[config.mk]
export PLATFORM = sky130hd
export DESIGN_NAME = lcd_char_rx_flat
export DESIGN_NICKNAME = d
export VERILOG_FILES = /design/src/rtl/lcd_char_rx_if.sv /design/src/rtl/lcd_char_rx.sv /design/src/flat_wrapper.sv
export SDC_FILE = /design/constraint.sdc
export NUM_CORES = 1
export LEC_CHECK = 0
export CAP_MARGIN = 25
export CORE_MARGIN = 2
export CORE_UTILIZATION = 35
export DETAILED_ROUTE_END_ITERATION = 6
export PLACE_DENSITY = 0.56
export RECOVER_POWER = 50
export REMOVE_ABC_BUFFERS = 1
export SYNTH_ARGS = -nofsm -noshare
export SYNTH_HDL_FRONTEND = slang
export SYNTH_SLANG_ARGS = --single-unit
[constraint.sdc]
create_clock -name clk_100hz -period 11 [get_ports clk_100hz]
set_input_delay 2.2 -clock clk_100hz [delete_from_list [all_inputs] [get_ports clk_100hz]]
set_output_delay 2.2 -clock clk_100hz [all_outputs]
set_load 0.01 [all_outputs]
[src/rtl/lcd_char_rx_if.sv]
// Bus and viewer signals of the LCD character receiver.
// The master side drives the character bus and the viewer index; the slave side is the receiver.
interface lcd_char_rx_if;
   logic       lcd_e;
   logic       lcd_rs;
   logic       lcd_rw;
   logic [7:0] lcd_data;
   logic [7:0] rd_data;
   logic       rd_valid;
   logic [4:0] disp_addr;
   logic [7:0] disp_char;
   logic       disp_on;
   logic       two_line;
   logic       busy;
   logic       ovr_err;

   modport master (
      output lcd_e, lcd_rs, lcd_rw, lcd_data, disp_addr,
      input  rd_data, rd_valid, disp_char, disp_on, two_line, busy, ovr_err
   );

   modport slave (
      input  lcd_e, lcd_rs, lcd_rw, lcd_data, disp_addr,
      output rd_data, rd_valid, disp_char, disp_on, two_line, busy, ovr_err
   );
endinterface

[src/rtl/lcd_char_rx.sv]
// HD44780-style character bus receiver: decodes bus writes into a 32x8 DDRAM with a viewer port.
// Define LCD_RX_READ_EN to compile in bus reads; by default rw=1 transactions are ignored.
module lcd_char_rx (
   input  logic         clk_100hz,
   input  logic         rst,
   lcd_char_rx_if.slave bus
);
   typedef enum logic [1:0] {
      ST_IDLE  = 2'd0,
      ST_EXEC  = 2'd1,
      ST_CLEAR = 2'd2
   } state_t;

   state_t     state_r;
   state_t     state_nxt_s;
   logic [7:0] ddram_r [0:31];
   logic       e_prev_r;
   logic       cmd_rs_r;
`ifdef LCD_RX_READ_EN
   logic       cmd_rw_r;
`endif
   logic [7:0] cmd_data_r;
   logic [6:0] addr_r;
   logic [6:0] addr_nxt_s;
   logic       inc_r;
   logic       inc_nxt_s;
   logic       disp_on_r;
   logic       disp_on_nxt_s;
   logic       two_line_r;
   logic       two_line_nxt_s;
   logic       busy_r;
   logic       ovr_err_r;
   logic [4:0] clr_cnt_r;
   logic [4:0] clr_cnt_nxt_s;
   logic [7:0] disp_char_r;
   logic [7:0] rd_data_r;
   logic [7:0] rd_data_nxt_s;
   logic       rd_valid_r;
   logic       rd_valid_nxt_s;
   logic       txn_s;
   logic       wr_en_s;
   logic [4:0] wr_idx_s;
   logic [7:0] wr_val_s;

   // Bus address keeps only the line bit and the column nibble.
   function automatic logic [4:0] ddram_idx(input logic [6:0] a);
      return {a[6], a[3:0]};
   endfunction

   function automatic logic [6:0] addr_step(input logic [6:0] a, input logic up);
      logic [6:0] r;
      if (up) begin
         if (a[3:0] == 4'hF) r = a[6] ? 7'h00 : 7'h40;
         else                r = {a[6], 2'b00, a[3:0] + 4'h1};
      end else begin
         if (a[3:0] == 4'h0) r = a[6] ? 7'h0F : 7'h4F;
         else                r = {a[6], 2'b00, a[3:0] - 4'h1};
      end
      return r;
   endfunction

`ifdef LCD_RX_READ_EN
   assign txn_s = bus.lcd_e & ~e_prev_r;
`else
   assign txn_s = bus.lcd_e & ~e_prev_r & ~bus.lcd_rw;
`endif

   // FSM state register.
   always_ff @(posedge clk_100hz or posedge rst) begin
      if (rst) state_r <= ST_IDLE;
      else     state_r <= state_nxt_s;
   end

   // Next-state, instruction execution and DDRAM write selection.
   always_comb begin
      state_nxt_s    = state_r;
      addr_nxt_s     = addr_r;
      inc_nxt_s      = inc_r;
      disp_on_nxt_s  = disp_on_r;
      two_line_nxt_s = two_line_r;
      clr_cnt_nxt_s  = clr_cnt_r;
      rd_data_nxt_s  = rd_data_r;
      rd_valid_nxt_s = 1'b0;
      wr_en_s        = 1'b0;
      wr_idx_s       = 5'd0;
      wr_val_s       = 8'h20;
      case (state_r)
         ST_IDLE: begin
            if (txn_s) state_nxt_s = ST_EXEC;
            else       state_nxt_s = ST_IDLE;
         end
         ST_EXEC: begin
            state_nxt_s = ST_IDLE;
`ifdef LCD_RX_READ_EN
            if (cmd_rw_r) begin
               rd_valid_nxt_s = 1'b1;
               if (cmd_rs_r) begin
                  rd_data_nxt_s = ddram_r[ddram_idx(addr_r)];
                  addr_nxt_s    = addr_step(addr_r, inc_r);
               end else begin
                  // Reads are only accepted while idle, so the reported busy flag is clear.
                  rd_data_nxt_s = {1'b0, addr_r};
               end
            end else
`endif
            if (cmd_rs_r) begin
               wr_en_s    = 1'b1;
               wr_idx_s   = ddram_idx(addr_r);
               wr_val_s   = cmd_data_r;
               addr_nxt_s = addr_step(addr_r, inc_r);
            end else begin
               casez (cmd_data_r)
                  8'b1???????: addr_nxt_s     = {cmd_data_r[6], 2'b00, cmd_data_r[3:0]};
                  8'b01??????: addr_nxt_s     = addr_r;
                  8'b001?????: two_line_nxt_s = cmd_data_r[3];
                  8'b0001????: addr_nxt_s     = addr_r;
                  8'b00001???: disp_on_nxt_s  = cmd_data_r[2];
                  8'b000001??: inc_nxt_s      = cmd_data_r[1];
                  8'b0000001?: addr_nxt_s     = 7'h00;
                  8'b00000001: begin
                     clr_cnt_nxt_s = 5'd0;
                     state_nxt_s   = ST_CLEAR;
                  end
                  default:     addr_nxt_s     = addr_r;
               endcase
            end
         end
         ST_CLEAR: begin
            wr_en_s  = 1'b1;
            wr_idx_s = clr_cnt_r;
            wr_val_s = 8'h20;
            if (clr_cnt_r == 5'd31) begin
               addr_nxt_s  = 7'h00;
               state_nxt_s = ST_IDLE;
            end else begin
               clr_cnt_nxt_s = clr_cnt_r + 5'd1;
            end
         end
         default: state_nxt_s = ST_IDLE;
      endcase
   end

   // Control registers, command capture, status flags and viewer output.
   always_ff @(posedge clk_100hz or posedge rst) begin
      if (rst) begin
         e_prev_r    <= 1'b0;
         cmd_rs_r    <= 1'b0;
`ifdef LCD_RX_READ_EN
         cmd_rw_r    <= 1'b0;
`endif
         cmd_data_r  <= 8'h00;
         addr_r      <= 7'h00;
         inc_r       <= 1'b1;
         disp_on_r   <= 1'b0;
         two_line_r  <= 1'b0;
         busy_r      <= 1'b0;
         ovr_err_r   <= 1'b0;
         clr_cnt_r   <= 5'd0;
         rd_data_r   <= 8'h00;
         rd_valid_r  <= 1'b0;
         disp_char_r <= 8'h00;
      end else begin
         e_prev_r <= bus.lcd_e;
         if (txn_s && (state_r == ST_IDLE)) begin
            cmd_rs_r   <= bus.lcd_rs;
`ifdef LCD_RX_READ_EN
            cmd_rw_r   <= bus.lcd_rw;
`endif
            cmd_data_r <= bus.lcd_data;
         end
         if (txn_s && busy_r) ovr_err_r <= 1'b1;
         addr_r      <= addr_nxt_s;
         inc_r       <= inc_nxt_s;
         disp_on_r   <= disp_on_nxt_s;
         two_line_r  <= two_line_nxt_s;
         busy_r      <= (state_nxt_s != ST_IDLE);
         clr_cnt_r   <= clr_cnt_nxt_s;
         rd_data_r   <= rd_data_nxt_s;
         rd_valid_r  <= rd_valid_nxt_s;
         // Non-blocking read of the array returns the pre-write value on a same-index collision.
         disp_char_r <= ddram_r[bus.disp_addr];
      end
   end

   // DDRAM storage.
   always_ff @(posedge clk_100hz or posedge rst) begin
      if (rst) begin
         for (int i = 0; i < 32; i++) ddram_r[i] <= 8'h20;
      end else if (wr_en_s) begin
         ddram_r[wr_idx_s] <= wr_val_s;
      end
   end

   assign bus.rd_data   = rd_data_r;
   assign bus.rd_valid  = rd_valid_r;
   assign bus.disp_char = disp_char_r;
   assign bus.disp_on   = disp_on_r;
   assign bus.two_line  = two_line_r;
   assign bus.busy      = busy_r;
   assign bus.ovr_err   = ovr_err_r;
endmodule

[src/flat_wrapper.sv]
// flat-port wrapper written by rule: the top's interface ports become plain ports
module lcd_char_rx_flat 
  (clk_100hz, rst, bus_lcd_e, bus_lcd_rs, bus_lcd_rw, bus_lcd_data, bus_disp_addr, bus_rd_data, bus_rd_valid, bus_disp_char, bus_disp_on, bus_two_line, bus_busy, bus_ovr_err);
  lcd_char_rx_if bus_i ();
  input  logic clk_100hz;
  input  logic rst;
  input wire logic [$bits(bus_i.lcd_e)-1:0] bus_lcd_e;
  input wire logic [$bits(bus_i.lcd_rs)-1:0] bus_lcd_rs;
  input wire logic [$bits(bus_i.lcd_rw)-1:0] bus_lcd_rw;
  input wire logic [$bits(bus_i.lcd_data)-1:0] bus_lcd_data;
  input wire logic [$bits(bus_i.disp_addr)-1:0] bus_disp_addr;
  output wire logic [$bits(bus_i.rd_data)-1:0] bus_rd_data;
  output wire logic [$bits(bus_i.rd_valid)-1:0] bus_rd_valid;
  output wire logic [$bits(bus_i.disp_char)-1:0] bus_disp_char;
  output wire logic [$bits(bus_i.disp_on)-1:0] bus_disp_on;
  output wire logic [$bits(bus_i.two_line)-1:0] bus_two_line;
  output wire logic [$bits(bus_i.busy)-1:0] bus_busy;
  output wire logic [$bits(bus_i.ovr_err)-1:0] bus_ovr_err;
  assign bus_i.lcd_e = bus_lcd_e;
  assign bus_i.lcd_rs = bus_lcd_rs;
  assign bus_i.lcd_rw = bus_lcd_rw;
  assign bus_i.lcd_data = bus_lcd_data;
  assign bus_i.disp_addr = bus_disp_addr;
  assign bus_rd_data = bus_i.rd_data;
  assign bus_rd_valid = bus_i.rd_valid;
  assign bus_disp_char = bus_i.disp_char;
  assign bus_disp_on = bus_i.disp_on;
  assign bus_two_line = bus_i.two_line;
  assign bus_busy = bus_i.busy;
  assign bus_ovr_err = bus_i.ovr_err;
  lcd_char_rx u_core (.clk_100hz(clk_100hz), .rst(rst), .bus(bus_i));
endmodule
# Word-level counts from Yosys, hierarchy flattened
# Index checks and enable logic that the tools add are counted.
# totals
reg_bits	291
output_inout_bits	21
word_cells	117
# classes
addsub	3
n_lt_le_gt_ge	3
eq_ne	16
n_mux	30
bitwise	7
reduce_logical	13
# op_table
operator	n
$bwmux W256	1
$mux W7	7
$bmux W8 S5	1
$demux W8 S5	1
$mux W8	5
$pmux W7 S2	2
$mux W5	4
$pmux W5 S2	2
$ge A6 B6 Y1 const B	2
$not A5 Y6	2
$reduce_and A3 Y1	4
$eq A8 B1 Y1 const B	1
$ne A4 B4 Y1 const B	2
$eq A7 B1 Y1 const B	1
$eq A6 B1 Y1 const B	1
$lt A6 B1 Y1 const B	1
$mux W2	3
$pmux W2 S3	1
$add A5 B1 Y5 const B	1
$eq A5 B1 Y1 const B	1
$eq A5 B5 Y1 const B	1
$reduce_and A5 Y1	1
$add A4 B1 Y4 const B	1
$eq A4 B4 Y1 const B	1
other kinds (16)	25

# Logic depth before layout (Yosys ltp)
# depth
depth_word	8
mapped_depth	8
ltp_nobuf	7

# Worst setup path before layout
# OpenSTA, ideal clock, no wires.
# synth_timing
path_type	input port to flip-flop
startpoint	input bus_disp_addr[1]
endpoint	register u_core.disp_char_r[0] (netlist: u_core.bus.disp_char[0])
t_arrival_ns	3.816
t_required_ns	10.864
slack_ns	7.048
cell_stages	6
n_path_buf	2
cell_sequence	buf_2 -> buf_2 -> mux4_2 -> mux4_2 -> nand2_1 -> o21ai_0
# synth_between
elab_chain_len	4
# synth_lines
item	line	text
start: declaration	flat_wrapper.sv:11	input wire logic [$bits(bus_i.disp_addr)-1:0] bus_disp_addr;
$not A5 Y6 (not written as such)	lcd_char_rx.sv:181	disp_char_r <= ddram_r[bus.disp_addr];
$bmux W8 S5	lcd_char_rx.sv:181	
$mux W8 (not written as such) (2 in series)	lcd_char_rx.sv:181	
end signal: assignment	lcd_char_rx.sv:181	
end: declaration	lcd_char_rx.sv:35	logic [7:0] disp_char_r;
# Every way passes these cells. The select of a mux whose other input is x is not followed.
# A chain may end at the register's enable or synchronous reset.

# Worst setup path after layout
# layout_timing
startpoint	register u_core.state_r[0]
endpoint	register u_core.ddram_r[200] (netlist bit)
# layout_between
elab_chain_len	8
word_cells_on_any_way	12
classes_between	2 x order compare; 2 x eq/ne; 6 x mux; 1 x bitwise; 1 x reduce/logical
# layout_lines
item	line	text
start: declaration	lcd_char_rx.sv:14	state_t state_r;
start signal: assignment	lcd_char_rx.sv:71	else state_r <= state_nxt_s;
$eq A2 B2 Y1 or $eq A2 B1 Y1 (tied branches)	lcd_char_rx.sv:87	case (state_r)
$pmux W5 S2	lcd_char_rx.sv:87	
$not A5 Y6 (not written as such)	lcd_char_rx.sv:190	ddram_r[wr_idx_s] <= wr_val_s;
$ge A6 B6 Y1 (not written as such) or $lt A6 B1 Y1 (tied branches)	lcd_char_rx.sv:190	
$logic_and A1 B1 Y1 (not written as such)	lcd_char_rx.sv:190	
$mux W8 (not written as such)	lcd_char_rx.sv:190	
$demux W8 S5	lcd_char_rx.sv:190	
$bwmux W256	lcd_char_rx.sv:190	
end signal: indexed assignment	lcd_char_rx.sv:190	
end: declaration	lcd_char_rx.sv:16	logic [7:0] ddram_r [0:31];
# Parallel ways exist; a longest one is shown, timed or not.

==> flow_metrics.env <==
export IMPL_drive_gt1_share_pct=48.38
export IMPL_antenna_found_initial=1
export IMPL_crit_path_end_kind="flop"
export IMPL_io_buffers=29
export IMPL_ys_types=59
export IMPL_final_cell_count_no_fill=1482
export IMPL_gp_congestion=0.7583
export IMPL_p_leak_nw=7.094
export IMPL_wl_per_cell_um=22.80
export IMPL_fillers=3652
export IMPL_irDropWorstVdd_mv=0.08081
export IMPL_drv_cap=13
export IMPL_setup_viol=0
export IMPL_synth_edf_count=0
export IMPL_setup_tns_final_ps=0
export IMPL_synthXorXnorAreaFrac_pct=0.06262
export IMPL_h_tree_depth=2
export IMPL_postRouteAntennaNets=0
export IMPL_clkLatencyLatePin_ps=510
export IMPL_hold_violations=0
export IMPL_yosysSeqAreaShare_pct=52.36
export IMPL_layout_common_cells="258 x dfrtp_1, 256 x mux2_2, 80 x mux4_2, 43 x nand2_1, 34 x clkbuf_16"
export IMPL_placed_cells=1421
export IMPL_num_antenna_cells=0
export IMPL_final_common_cell="dfrtp_1"
export IMPL_synth_compound_area_share_pct=3.059
export IMPL_synth_fa_ha_area_share_pct=0.8051
export IMPL_ioPinCount=39
export IMPL_multi_input_area_um2=6086
export IMPL_slew_headroom_pct=-94.67
export IMPL_power_density_nw_per_um2=149.8
export IMPL_clock_path_buffers=3
export IMPL_skew_ps=13.02
export IMPL_fmax_mhz=205.8
export IMPL_muxShareOfSynthArea_pct=33.88
export IMPL_die_w_um=203.9
export IMPL_tightest_slew_ps=2893
export IMPL_cts_tree="yes"
export IMPL_die_y_um=203.9
export IMPL_ys_flop_type="dfrtp_1"
export IMPL_regArea_um2=7323
export IMPL_initial_core_util_pct=35.37
export IMPL_hold_class="reg2reg"
export IMPL_cts_made_buffers=34
export IMPL_dp_hpwl_um=21190
export IMPL_cts_setup_buffers=0
export IMPL_yosysWarnings=0
export IMPL_required_ps=11390
export IMPL_fin_crit_ps=4859
export IMPL_first_iter_violations=537
export IMPL_critPathArrivalTime_ps=5250
export IMPL_routed_wl_um=33800
export IMPL_die_area_um2=41580
export IMPL_violations="capacitance limit, slew limit"
export IMPL_syn_area_um2=13990
export IMPL_via_per_inst=5.344
export IMPL_synth_simple_area_share_pct=7.004
export IMPL_grt_ovfl_total=0
export IMPL_status="finished, violations left"
export IMPL_nets=960
export IMPL_post_cts_resized=0
export IMPL_synthArstFlopShare_pct=100.0
export IMPL_area_growth_pct=11.77
export IMPL_drv_slew=109
export IMPL_num_vias=7920
export IMPL_clk_pin_slew_ps=60
export IMPL_min_period_over_period_pct=44.18
export IMPL_critPathMaxFanout=24
export IMPL_firstDrtPassIters=5
export IMPL_synth_top_family_by_area="multiplexers"
export IMPL_cts_sinks=291
export IMPL_grt_max_degree=160
export IMPL_start_kind="flop"
export IMPL_post_cts_hold_buffer_count=0
export IMPL_grt_pass1_vias=8220
export IMPL_root_buffer="clkbuf_16"
export IMPL_synth_area_per_cell_um2=15.32
export IMPL_fp_coreArea_um2=39550
export IMPL_criticalPathCategory="reg2reg"
export IMPL_synth_seq_cells=291
export IMPL_placementRows=73
export IMPL_grtUsageTotal_pct=16.79
export IMPL_drc_errors=0
export IMPL_rsz0062_at_grt="no"
export IMPL_grt_pass1_wl_um=53030
export IMPL_syn_inst=913
export IMPL_p_total_w=0.002343
-- report_power, final --
part           internal (W)  leakage, nW  switching (W)
clock network      0.000615        0.521       0.000443
logic             0.0000638         2.65      0.0000920
registers           0.00109         3.92      0.0000358
-- registers in the layout (all words and copies together), names as in the netlist --
register / count
u_core.ddram_r: 256
u_core.bus.disp_char: 8
u_core.cmd_data_r: 8
u_core.addr_r: 5
u_core.clr_cnt_r: 5
u_core.state_r: 2
u_core.bus.busy: 1
u_core.bus.disp_on: 1
u_core.bus.ovr_err: 1
u_core.bus.two_line: 1
u_core.cmd_rs_r: 1
u_core.e_prev_r: 1
u_core.inc_r: 1
-- layout make-up --
| cell class | instances | share of cell area (%) |
|---|---|---|
| inverters | 18 | 0.4402 |
| clock inverters | 11 | 0.4962 |
| well taps | 525 | 4.202 |
| multi-input cells | 545 | 38.93 |
| repair buffers | 43 | 2.905 |
| clock buffers | 49 | 6.186 |
| flip-flops and latches | 291 | 46.84 |
-- cells in the mapped netlist, types with 3 or more instances --
cell type	count	share of area [%]
dfrtp_1	258	46
mux2_2	257	21
mux4_2	80	13
nand2_1	42	1.1
clkbuf_1	40	1.1
dfstp_2	33	6.2
inv_1	18	0.48
nor3_4	14	1.6
o21ai_0	14	0.50
buf_4	12	0.64
nor2_2	12	0.54
and3_1	10	0.45
buf_2	10	0.36
a21oi_1	9	0.32
ha_1	9	0.81
nor4_4	7	1.1
a32oi_1	6	0.38
nor2_1	5	0.13
nand2_2	4	0.18
nor3b_1	4	0.21
a21o_1	3	0.16
a32o_1	3	0.21
buf_1	3	0.081
mux2_1	3	0.24
nand2b_1	3	0.13
nand3_1	3	0.11
nand4_1	3	0.13
nor4b_1	3	0.19
o41ai_1	3	0.19
-- stage by stage --
step | setup WS, ps | cell area [um2] | utilization [%] | hold WS, ps
6_report | 6141 | 15630 | 39.53 | 456.9
5_1_grt | 5887 | 15630 | 39.53 | 482.6
4_1_cts | 6512 | 15850 | 40.06 | 459.1
3_5_place_dp | 5969 | 14800 | 37.42 | 446.1
3_3_place_gp | 5988 | 14720 | 37.23 | 438.7
2_1_floorplan | 820.6 | 13690 | - | 452.4
-- cells by family (layout without fill, tap and decap cells) --
group                      Yosys count  after routing
AOI/OAI and AO/OA                   55             55
xor gates and xnor gates             1              1
adders and majority gates            9              9
buffers and inverters               85            121
DFF                                291            291
muxes                              341            341
other                                1              9
and+or+nand+nor                    130            130
-- critical path, cell delays in order (launching register included) --
cell and delay, ps:
dfrtp_1 400, inv_1 110, ha_1 740, a32o_1 330, nand2_1 330, nor4_1 2350
mux2_2 470
-- path summary, 6_finish.rpt --
kind,endpoint,start,slack [ps],cells past startpoint
max,u_core.ddram_r[200]$_DFFE_PP0P_,u_core.state_r[0]$_DFF_PP0_,6140,6
min,u_core.bus.ovr_err$_DFFE_PP0P_,u_core.bus.ovr_err$_DFFE_PP0P_,460,1
min reg2reg,u_core.bus.ovr_err$_DFFE_PP0P_,u_core.bus.ovr_err$_DFFE_PP0P_,460,1
max in group asynchronous,u_core.bus.disp_char[4]$_DFF_PP0_,rst,6760,4
max reg2reg,u_core.ddram_r[200]$_DFFE_PP0P_,u_core.state_r[0]$_DFF_PP0_,6140,6
min in group asynchronous,u_core.ddram_r[94]$_DFFE_PP0P_,rst,2350,2
-- metal layers --
metal,up-vias,track usage (%),wire length (um)
li1,3447,-,-
met1,4297,23.75,15540
met2,133,27.53,16580
met3,43,2.264,1125
met4,0,3.832,550
met5,-,0,0
(Power assumes the default switching activity.)
